==> src/rtl/implication_pkg.sv <==
// Shared types, widths and the effective-delay rule for the implication responder.
package implication_pkg;

    typedef enum logic {
        OVERLAPPING     = 1'b0,
        NON_OVERLAPPING = 1'b1
    } implication_kind_e;

    localparam int DELAY_W   = 4;
    localparam int OUTST_W   = 4;
    localparam int REQ_CNT_W = 16;
    localparam int ACK_CNT_W = 16;
    localparam int COL_CNT_W = 8;

    // Clamp to the schedule depth first; a non-overlapping zero delay then becomes one cycle.
    function automatic logic [DELAY_W-1:0] effective_delay(
        input logic [DELAY_W-1:0] delay,
        input int                 max_delay,
        input implication_kind_e  kind
    );
        logic [DELAY_W-1:0] d;
        d = (int'(delay) > max_delay) ? DELAY_W'(max_delay) : delay;
        if (kind == NON_OVERLAPPING && delay == '0) begin
            d = DELAY_W'(1);
        end
        return d;
    endfunction

endpackage

==> src/rtl/implication_responder_if.sv <==
// Request/response bus of the implication responder; the responder takes the slave side.
interface implication_responder_if;
    import implication_pkg::*;

    logic                 enable;
    logic                 antecedent;
    logic [DELAY_W-1:0]   delay;
    logic                 inject_fail;
    logic                 flush;
    logic                 consequent;
    logic [OUTST_W-1:0]   outstanding;
    logic [REQ_CNT_W-1:0] req_count;
    logic [ACK_CNT_W-1:0] ack_count;
    logic [COL_CNT_W-1:0] collision_count;

    modport master (
        output enable, antecedent, delay, inject_fail, flush,
        input  consequent, outstanding, req_count, ack_count, collision_count
    );

    modport slave (
        input  enable, antecedent, delay, inject_fail, flush,
        output consequent, outstanding, req_count, ack_count, collision_count
    );

endinterface

==> src/rtl/sat_counter.sv <==
// Up-counter that sticks at all-ones instead of wrapping.
module sat_counter #(
    parameter int WIDTH = 8
) (
    input  logic             clk,
    input  logic             rst_n,
    input  logic             inc,
    output logic [WIDTH-1:0] count
);

    logic [WIDTH-1:0] count_reg;

    always_ff @(posedge clk or negedge rst_n) begin
        if (!rst_n) begin
            count_reg <= '0;
        end else if (inc && count_reg != '1) begin
            count_reg <= count_reg + WIDTH'(1);
        end
    end

    assign count = count_reg;

endmodule

==> src/rtl/implication_responder.sv <==
// Schedules one consequent pulse per accepted antecedent after a programmable latency,
// merging requests that land on the same cycle and counting requests, pulses and merges.
module implication_responder
    import implication_pkg::*;
#(
    parameter implication_kind_e IMPLICATION_KIND = OVERLAPPING,
    parameter int                MAX_DELAY        = 7
) (
    input  logic                    clk,
    input  logic                    rst_n,
    implication_responder_if.slave  bus
);

    logic [MAX_DELAY-1:0] sched_q;
    logic [MAX_DELAY-1:0] sched_next;
    logic [MAX_DELAY:0]   sched_ext;
    logic [MAX_DELAY:0]   slot_hit;
    logic [DELAY_W-1:0]   eff_delay;
    logic                 accepted;
    logic                 hit;
    logic                 collision;
    logic                 consequent;
    logic [OUTST_W-1:0]   pop;

    // rst_n gates acceptance so nothing is scheduled or fired while reset is held.
    assign accepted  = rst_n & bus.enable & bus.antecedent & ~bus.flush;
    assign hit       = accepted & ~bus.inject_fail;
    assign eff_delay = effective_delay(bus.delay, MAX_DELAY, IMPLICATION_KIND);
    assign sched_ext = {1'b0, sched_q};

    // slot_hit[i]: the new request is due i cycles from now; slot 0 is the same-cycle path.
    genvar gi;
    generate
        for (gi = 0; gi <= MAX_DELAY; gi++) begin : g_slot
            assign slot_hit[gi] = hit && (eff_delay == DELAY_W'(gi));
        end
        for (gi = 0; gi < MAX_DELAY; gi++) begin : g_sched
            assign sched_next[gi] = ~bus.flush & (sched_ext[gi+1] | slot_hit[gi+1]);
        end
    endgenerate

    // A request whose target slot is already occupied merges into the existing pulse.
    assign collision  = |(slot_hit & sched_ext);
    assign consequent = ~bus.flush & (sched_q[0] | slot_hit[0]);

    always_ff @(posedge clk or negedge rst_n) begin
        if (!rst_n) begin
            sched_q <= '0;
        end else begin
            sched_q <= sched_next;
        end
    end

    always_comb begin
        pop = '0;
        for (int i = 0; i < MAX_DELAY; i++) begin
            pop = pop + OUTST_W'(sched_q[i]);
        end
    end

    sat_counter #(.WIDTH(REQ_CNT_W)) u_req_cnt (
        .clk   (clk),
        .rst_n (rst_n),
        .inc   (accepted),
        .count (bus.req_count)
    );

    sat_counter #(.WIDTH(ACK_CNT_W)) u_ack_cnt (
        .clk   (clk),
        .rst_n (rst_n),
        .inc   (consequent),
        .count (bus.ack_count)
    );

    sat_counter #(.WIDTH(COL_CNT_W)) u_col_cnt (
        .clk   (clk),
        .rst_n (rst_n),
        .inc   (collision),
        .count (bus.collision_count)
    );

    assign bus.consequent  = consequent;
    assign bus.outstanding = pop;

endmodule

==> src/flat_wrapper.sv <==
// flat-port wrapper written by rule: the top's interface ports become plain ports
module implication_responder_flat import implication_pkg::*;
#(
    parameter implication_kind_e IMPLICATION_KIND = OVERLAPPING,
    parameter int                MAX_DELAY        = 7
)
  (clk, rst_n, bus_enable, bus_antecedent, bus_delay, bus_inject_fail, bus_flush, bus_consequent, bus_outstanding, bus_req_count, bus_ack_count, bus_collision_count);
  implication_responder_if bus_i ();
  input  logic clk;
  input  logic rst_n;
  input wire logic [$bits(bus_i.enable)-1:0] bus_enable;
  input wire logic [$bits(bus_i.antecedent)-1:0] bus_antecedent;
  input wire logic [$bits(bus_i.delay)-1:0] bus_delay;
  input wire logic [$bits(bus_i.inject_fail)-1:0] bus_inject_fail;
  input wire logic [$bits(bus_i.flush)-1:0] bus_flush;
  output wire logic [$bits(bus_i.consequent)-1:0] bus_consequent;
  output wire logic [$bits(bus_i.outstanding)-1:0] bus_outstanding;
  output wire logic [$bits(bus_i.req_count)-1:0] bus_req_count;
  output wire logic [$bits(bus_i.ack_count)-1:0] bus_ack_count;
  output wire logic [$bits(bus_i.collision_count)-1:0] bus_collision_count;
  assign bus_i.enable = bus_enable;
  assign bus_i.antecedent = bus_antecedent;
  assign bus_i.delay = bus_delay;
  assign bus_i.inject_fail = bus_inject_fail;
  assign bus_i.flush = bus_flush;
  assign bus_consequent = bus_i.consequent;
  assign bus_outstanding = bus_i.outstanding;
  assign bus_req_count = bus_i.req_count;
  assign bus_ack_count = bus_i.ack_count;
  assign bus_collision_count = bus_i.collision_count;
  implication_responder #(.IMPLICATION_KIND(IMPLICATION_KIND), .MAX_DELAY(MAX_DELAY)) u_core (.clk(clk), .rst_n(rst_n), .bus(bus_i));
endmodule
==> config.mk <==
export PLATFORM = sky130hd
export DESIGN_NAME = implication_responder_flat
export DESIGN_NICKNAME = d
export VERILOG_FILES = /design/src/rtl/implication_pkg.sv /design/src/rtl/implication_responder_if.sv /design/src/rtl/sat_counter.sv /design/src/rtl/implication_responder.sv /design/src/flat_wrapper.sv
export SDC_FILE = /design/constraint.sdc
export NUM_CORES = 1
export LEC_CHECK = 0
export CAP_MARGIN = 20
export CORE_MARGIN = 2
export CORE_UTILIZATION = 45
export CTS_CLUSTER_SIZE = 40
export DETAILED_ROUTE_END_ITERATION = 7
export PLACE_DENSITY = 0.84
export SYNTH_ARGS = -nofsm -noshare
export SYNTH_HDL_FRONTEND = slang
export SYNTH_HIERARCHICAL = 1
export SYNTH_SLANG_ARGS = --single-unit
==> constraint.sdc <==
create_clock -name clk -period 2.3 [get_ports clk]
set_input_delay 0.23 -clock clk [delete_from_list [all_inputs] [get_ports clk]]
set_output_delay 0.23 -clock clk [all_outputs]
set_load 0.02 [all_outputs]
### After elaboration in Yosys (flattened, before gate mapping)

Cells that the tools add are included.

| word-level totals | value |
|---|---|
| register bits after elaboration | 47 |
| input bits | 10 |
| output and inout bits | 45 |
| logic and storage cells | 60 |

| cells by class | value |
|---|---|
| $add $sub $neg | 9 |
| order comparisons | 1 |
| equality and inequality tests | 10 |
| mux-type cells | 1 |
| bitwise operators | 22 |
| reduce and logical (&&, ||, !) cells | 13 |

Operator list:

| kind | count |
|---|---|
| $add A16 B1 Y16 const B | 2 |
| $ne A16 B16 Y1 const B | 2 |
| $add A4 B1 Y4 | 5 |
| $eq A4 B3 Y1 const B | 4 |
| $and A1 B1 Y1 | 12 |
| $logic_and A1 B1 Y1 | 11 |
| $add A8 B1 Y8 const B | 1 |
| $and A8 B7 Y8 | 1 |
| $eq A4 B2 Y1 const B | 2 |
| $ne A8 B8 Y1 const B | 1 |
| $reduce_or A8 Y1 | 1 |
| $or A1 B1 Y1 | 7 |
| $eq A4 B1 Y1 const B | 1 |
| $gt A4 B3 Y1 const B | 1 |
| $logic_not A4 Y1 | 1 |
| $mux W4 | 1 |
| $add A1 B1 Y2 | 1 |
| $not A1 Y1 | 2 |

### Logic depth before layout (Yosys ltp)

Gate-level depths: netlist of the first run.

| depth | value |
|---|---|
| depth after elaboration | 8 |
| gate-level depth with buffers | 10 |
| gate-level depth less buffers | 8 |

### Modules after synthesis

Netlist of the first run, hierarchy kept.

Modules (own cells, without submodules):

| module | times used | cells each | area each (um^2) | sequential area each (um^2) |
|---|---|---|---|---|
| sat_counter at u_core.u_ack_cnt | 1 | 77 | 884.6 | 400.4 |
| sat_counter at u_core.u_req_cnt | 1 | 72 | 859.6 | 400.4 |
| implication_responder | 1 | 56 | 543.0 | 175.2 |
| sat_counter at u_core.u_col_cnt | 1 | 34 | 407.9 | 200.2 |

### Worst setup path after synthesis of the first run

No wires, ideal clock.

| timing | value |
|---|---|
| path kind | reg2out |
| start | register u_core.sched_q[0] |
| end | output bus_outstanding[1] |
| data arrival time | 2.425 ns |
| required time | 2.070 ns |
| setup slack | -0.355 ns |
| cell stages (with the launch flop) | 9 |
| buffers on the path | 0 |
| path through | dfrtp_1 fa_1 inv_1 fa_1 inv_1 fa_1 inv_1 fa_1 inv_1 |

| on the way | value |
|---|---|
| longest elaborated chain between the ends | 6 |

Ends and longest elaborated chain:

| what | RTL line | RTL |
|---|---|---|
| start, declared | implication_responder.sv:14 | `logic [MAX_DELAY-1:0] sched_q;` |
| start signal, assigned | implication_responder.sv:50 | `sched_q <= sched_next;` |
| $add A1 B1 Y2 | implication_responder.sv:57 | `pop = pop + OUTST_W'(sched_q[i]);` |
| $add A4 B1 Y4 (5 in series) | implication_responder.sv:57 |  |
| end, declared | flat_wrapper.sv:17 | `output wire logic [$bits(bus_i.outstanding)-1:0] bus_outstanding;` |

Every way passes these cells.

### Worst setup path in the final report of the first run

Ends and elaborated chain as after synthesis.

==> results.py, run 1 <==
metrics = {
    "final_layout": {
        "fin_area_mm2": 0.00353,
        "layout-drive-gt1-share": 0.215,
        "fin_cells": 392,
        "nets": 333,
        "area_delta_synth_final_pct": 31.1,
        "diodes": 0,
        "final_core_util": 0.604,
    },
    "placed_design": {
        "placed_area_mm2": 0.00343,
        "hpwlAfterDp_mm": 4.44,
        "place_congestion": 0.840,
        "dp.cells": 382,
        "port_buffers": 53,
    },
    "timing": {
        "rsz0062_at_grt": "yes",
        "layout_min_cycle_time_ns": 3.03,
        "slew_headroom": 0.592,
        "period_share": 1.32,
        "setup_viol": 3,
        "setup_tns_ns": -1.67,
        "fin_skew_ns": 0.00696,
        "finalWorstSetupSlack_ns": -0.732,
        "tightest_slew_ns": 0.611,
        "drv_slew": 0,
        "fmax_ghz": 0.330,
        "hold_viol_final": 0,
    },
    "run_status": {
        "status": "complete, but fails checks",
        "violations": "negative setup slack",
    },
    "clock_tree": {
        "cts_tree": "built",
        "clk_latency_ns": 0.30,
        "cts_root_buf": "clkbuf_8",
        "cts_made_buffers": 5,
        "clockBufferDepth": 2,
        "postCtsHoldBufs": 0,
        "cts_max_level": 2,
        "clkTransAtPathRegs_ns": 0.08,
        "cts_sinks": 47,
    },
    "detailed_routing": {
        "wl_per_cell_um": 15.6,
        "top_layer": "met4",
        "viasPerCell": 5.81,
        "drt_pass1_iterations": 4,
        "finalWirelength_mm": 6.10,
        "wl_met2_mm": 3.00,
        "via_count": 2278,
        "drtAntennaViolNets": 0,
        "wl_met1_mm": 2.72,
        "drc": 0,
        "drt_iter0_drc": 108,
        "dr_wl_met3_um": 319,
    },
    "die": {
        "num_io_pins": 55,
        "core_region_area_mm2": 0.00585,
        "num_rows": 28,
        "initial_core_util": 0.461,
        "die_area_mm2": 0.00662,
        "die_x_um": 81.4,
        "die_y_um": 81.4,
    },
    "pwr": {
        "power_leakage_uw": 0.00153,
        "max-vdd-ir-drop_mv": 0.326,
        "p_per_area_mw_per_mm2": 470,
        "power_uw": 1660,
    },
    "global_route": {
        "grtUsageTotal": 0.200,
        "grt_max_degree": 48,
        "grt_pass1_wl_mm": 10.3,
        "antenna_found_initial": 0,
        "grt_pass1_vias": 2180,
        "grt-ovfl-total": 0,
    },
    "job": {
        "timing.max_cap.violations": 0,
    },
    "logic_synthesis": {
        "synth.most_common_cell": "dfrtp_1",
        "yosysTopAreaCell": "dfrtp_1",
        "synth_top_area_frac": 0.436,
        "syn-instance-count": 239,
        "synth-edff-count": 0,
        "synthFlopType": "dfrtp_1",
        "yosysSeqAreaShare": 0.436,
        "yosys_warnings": 6,
        "syn_nets": 256,
        "synthDistinctLibCells": 52,
        "ys_ff_latch": 47,
        "async_flop_share": 1.00,
        "synth_area_per_cell_um2": 11.3,
        "synth_area_mm2": 0.00270,
        "synth.area.top_cells": "dfrtp_1 (44%), nand4_1 (4.2%), xnor2_1 (3.6%)",
        "yosys-top-cells-count": "dfrtp_1 (47), nand4_1 (18), nor2_1 (16)",
    },
    "hold_path": {
        "hold_path.class": "in -> async",
    },
    "worst_setup_path": {
        "crit_type": "reg -> out",
        "critPathMaxStageDelay_ns": 0.55,
        "required_ns": 2.07,
        "critPathMostFrequentCell": "fa_1",
        "critPathBufInv": 5,
        "worst_setup_path_end_kind": "output port",
        "crit_path_start_kind": "flip-flop",
        "worstPathMaxFanout": 2,
        "critPathTopFamily": "adder cells",
        "worstPathArrival_ns": 2.80,
        "crit_chain": "fa_1 > inv_1 > fa_1 > inv_1 > fa_2 > inv_2 > fa_1 > inv_2 > buf_6",
        "reg2reg_setup_slack_ns": 0.35,
        "crit_slowest_cell": "fa_1",
    },
}
==> through the flow <==
step	hold slack, ns	setup slack (ns)
2_1_floorplan	-0.0656	-0.305
3_3_place_gp	0.419	-0.858
3_5_place_dp	0.418	-0.930
4_1_cts	0.0883	-0.767
5_1_grt	0.116	-0.808
6_report	0.0773	-0.732
==> worst paths after layout <==
path | startpoint | end | depth (start not counted)
worst max register to register | u_core/sched_q[0] | u_core/u_col_cnt/count[5] | 8
worst min-delay path | rst_n | u_core/sched_q[3] | 2
max in group asynchronous | rst_n | u_core/u_ack_cnt/count[11] | 2
worst min register to register | u_core/u_req_cnt/count[15] | u_core/u_req_cnt/count[15] | 1
worst max-delay path | u_core/sched_q[0] | bus_outstanding[1] | 9
min in group clk | rst_n | u_core/sched_q[6] | 4
==> layout by cell type, fill, tap and decap left out, types with 2 or more instances in the layout <==
cell	count
and3_1	4
nand3_4	3
and4_1	3
xor2_1	5
buf_6	3
nand2_1	8
nor2_2	2
inv_2	3
o21ai_0	2
nor2_1	15
a31oi_1	10
clkbuf_8	5
buf_4	22
fa_1	3
inv_1	8
nand3_1	14
a41oi_1	4
nand4_4	2
nor4_4	4
mux2i_1	2
o211ai_1	2
nand3_2	3
mux2_4	3
xnor2_1	11
nand4_1	18
mux2_1	2
dfrtp_1	47
ha_1	3
o21a_1	9
o31ai_4	2
clkdlybuf4s50_1	48
nor3_1	4
and4_4	2
a21oi_1	15
clkbuf_1	2
a32oi_1	2
==> worst reg2reg max path, delay by kind of cell, from the launching register on <==
kind,cells,cell delay (ns)
buf+inv,2,0.22
compound gates,3,0.58
flops,1,0.39
mux,1,0.30
simple gates,2,0.35
==> routing by layer <==
metal | vias to the layer above | track usage
li1 | 1058 | -
met1 | 1121 | 0.267
met2 | 90 | 0.333
met3 | 9 | 0.0378
met4 | 0 | 0.0508
met5 | - | 0
==> cell families (layout without fill, tap and decap cells) <==
group | Yosys count | in the layout | synth area share
mux | 8 | 8 | 0.0367
fa+ha+maj | 7 | 7 | 0.0436
xor+xnor | 16 | 16 | 0.0520
flops | 47 | 47 | 0.436
other cells | 1 | 1 | 0.00139
compound gates | 51 | 51 | 0.138
buf+inv | 16 | 94 | 0.0283
simple gates | 93 | 93 | 0.263
==> cell type report <==
cell class | instances | area [um2]
clock inverter | 1 | 5.00
clock buffer | 7 | 76.3
fill | 508 | 2320
sequential | 47 | 1180
inverter | 11 | 41.3
tap | 75 | 93.8
multi-input combinational | 176 | 1450
timing repair buffer | 75 | 693
==> where the power goes <==
group	total [uW]	internal, uW	switching [uW]
sequential	923	861	62.4
clock	481	214	267
combinational	259	124	135
==> what timing repair did <==
item / 4_1_cts / 5_1_grt
setup endpoints to repair: 4 / 3
gates resized for setup: 19 / 0
setup buffers: 1 / 1
pin swaps: 2 / 1
(Power assumes the default switching activity.)
==> inputs of run 2 (changes only) <==
--- a/config.mk
+++ b/config.mk
@@ -8,6 +8,7 @@
 export CAP_MARGIN = 20
 export CORE_MARGIN = 2
 export CORE_UTILIZATION = 45
+export CTS_CLUSTER_DIAMETER = 60
 export CTS_CLUSTER_SIZE = 40
 export DETAILED_ROUTE_END_ITERATION = 7
 export PLACE_DENSITY = 0.84
==> results of run 2 <==
Final layout, timing and power as in run 1 (identical DEF).
==> inputs of run 3 (changes only) <==
--- a/config.mk
+++ b/config.mk
@@ -11,7 +11,9 @@
 export CTS_CLUSTER_DIAMETER = 60
 export CTS_CLUSTER_SIZE = 40
 export DETAILED_ROUTE_END_ITERATION = 7
+export GPL_ROUTABILITY_DRIVEN = 0
 export PLACE_DENSITY = 0.84
+export REMOVE_ABC_BUFFERS = 1
 export SYNTH_ARGS = -nofsm -noshare
 export SYNTH_HDL_FRONTEND = slang
 export SYNTH_HIERARCHICAL = 1
==> results.py, run 3 (synthesized netlist as in run 1, its figures left out) <==
metrics = {
    "final_layout": {
        "diodes": 0,
        "layout-drive-gt1-share": 0.209,
        "fin_cells": 391,
        "final_core_util": 0.605,
        "area_delta_synth_final_pct": 31.4,
        "nets": 333,
        "layout_common_cells": "clkdlybuf4s50_1 (48), dfrtp_1 (47), buf_4 (22)",
        "final_common_cell": "clkdlybuf4s50_1",
    },
    "worst_setup_path": {
        "crit_slowest_cell": "fa_1",
        "crit_path_start_kind": "flip-flop",
        "worst_setup_path_end_kind": "output port",
        "critPathBufInv": 5,
        "required_ns": 2.07,
        "crit_type": "reg -> out",
        "critPathMaxStageDelay_ns": 0.54,
        "worstPathMaxFanout": 2,
        "crit_chain": "fa_1 > inv_1 > fa_1 > inv_1 > fa_2 > inv_2 > fa_1 > inv_1 > buf_6",
        "worstPathArrival_ns": 2.75,
        "critPathTopFamily": "adder cells",
    },
    "detailed_routing": {
        "finalWirelength_mm": 5.81,
        "drt_pass1_iterations": 4,
        "drtAntennaViolNets": 0,
        "viasPerCell": 5.69,
        "drt_iter0_drc": 104,
        "wl_per_cell_um": 14.8,
        "drc": 0,
        "via_count": 2225,
    },
    "clock_tree": {
        "cts_sinks": 47,
        "cts_root_buf": "clkbuf_8",
        "clkTransAtPathRegs_ns": 0.08,
        "clk_latency_ns": 0.29,
        "post-cts-setup-buffers": 0,
        "cts_max_level": 2,
        "postCtsHoldBufs": 0,
        "cts_made_buffers": 5,
        "clockBufferDepth": 2,
        "cts_tree": "built",
    },
    "timing": {
        "tightest_slew_ns": 0.595,
        "rsz0062_at_grt": "yes",
        "drv_slew": 0,
        "finalWorstSetupSlack_ns": -0.680,
        "slew_headroom": 0.603,
        "fin_skew_ns": 0.00994,
        "setup_viol": 3,
        "layout_min_cycle_time_ns": 2.98,
        "period_share": 1.30,
        "fmax_ghz": 0.336,
        "hold_viol_final": 0,
    },
    "hold_path": {
        "hold_path.class": "in -> async",
    },
    "pwr": {
        "p_per_area_mw_per_mm2": 472,
        "max-vdd-ir-drop_mv": 0.263,
        "power_leakage_uw": 0.00155,
    },
    "global_route": {
        "grt_pass1_vias": 2173,
        "grt_pass1_wl_mm": 9.75,
        "grt-ovfl-total": 0,
        "grt_max_degree": 48,
        "antenna_found_initial": 0,
        "grtUsageTotal": 0.190,
    },
    "run_status": {
        "violations": "negative setup slack",
        "status": "complete, but fails checks",
    },
    "die": {
        "die_x_um": 81.4,
        "num_io_pins": 55,
        "die_y_um": 81.4,
        "core_region_area_mm2": 0.00585,
        "num_rows": 28,
        "initial_core_util": 0.461,
        "die_area_mm2": 0.00662,
    },
    "placed_design": {
        "hpwlAfterDp_mm": 4.35,
        "dp.cells": 384,
        "port_buffers": 53,
    },
    "job": {
        "timing.max_cap.violations": 0,
    },
}
==> run 3: per-layer routing <==
| layer | GRT usage | wire length, um | vias up |
|---|---|---|---|
| li1 | - | - | 1054 |
| met1 | 0.238 | 2540 | 1099 |
| met4 | 0.0610 | 82 | 0 |
| met2 | 0.322 | 2910 | 64 |
| met5 | 0 | 0 | - |
| met3 | 0.0467 | 272 | 8 |
==> run 3: repair_timing <==
action / CTS / global route
setup endpoints to repair: 3 / 4
pin swaps: 2 / 1
endpoints found under the hold margin: 0 / 0
resized for setup: 20 / 1
==> run 3: final cells by class <==
class | instances | area (um2)
fill | 479 | 2310
multi-input combinational | 176 | 1450
sequential | 47 | 1180
timing repair buffer | 75 | 697
tap | 75 | 93.8
clock buffer | 6 | 82.6
inverter | 11 | 41.3
clock inverter | 1 | 5.00
==> run 3: final timing paths <==
path	start	to	slack, ns	cells past startpoint
max in group asynchronous	rst_n	u_core/sched_q[5]	1.79	2
max reg2reg	u_core/sched_q[0]	u_core/u_col_cnt/count[5]	0.38	7
max	u_core/sched_q[0]	bus_outstanding[1]	-0.68	9
min reg2reg	u_core/u_req_cnt/count[15]	u_core/u_req_cnt/count[15]	0.53	1
min in group clk	rst_n	u_core/sched_q[6]	0.39	4
min	rst_n	u_core/u_col_cnt/count[2]	0.10	2
==> run 3: worst register-to-register path: stages (launching register included) <==
cell	delay (ns)
dfrtp_1	0.38
buf_4	0.13
a21oi_1	0.06
a211o_1	0.27
a21boi_1	0.31
and4_4	0.29
nand3_2	0.08
mux2_4	0.30
==> run 3: power breakdown <==
part           switching [uW]  internal, uW  leakage [uW]
Sequential               62.5           861      0.000650
Clock                     261           236     0.0000470
Combinational             131           121      0.000855
==> run 3: stage by stage <==
step	hold WS [ns]	setup WS, ns	cell area, um2	setup TNS (ns)	power, uW
floorplan	-0.0656	-0.355	2660	-0.414	1040
global placement	0.462	-0.864	3440	-1.91	1190
detailed placement	0.459	-0.896	3440	-2.12	1190
CTS	0.125	-0.711	3540	-1.63	1700
global route	0.158	-0.804	3540	-1.89	1770
finish	0.105	-0.680	3540	-1.55	1670
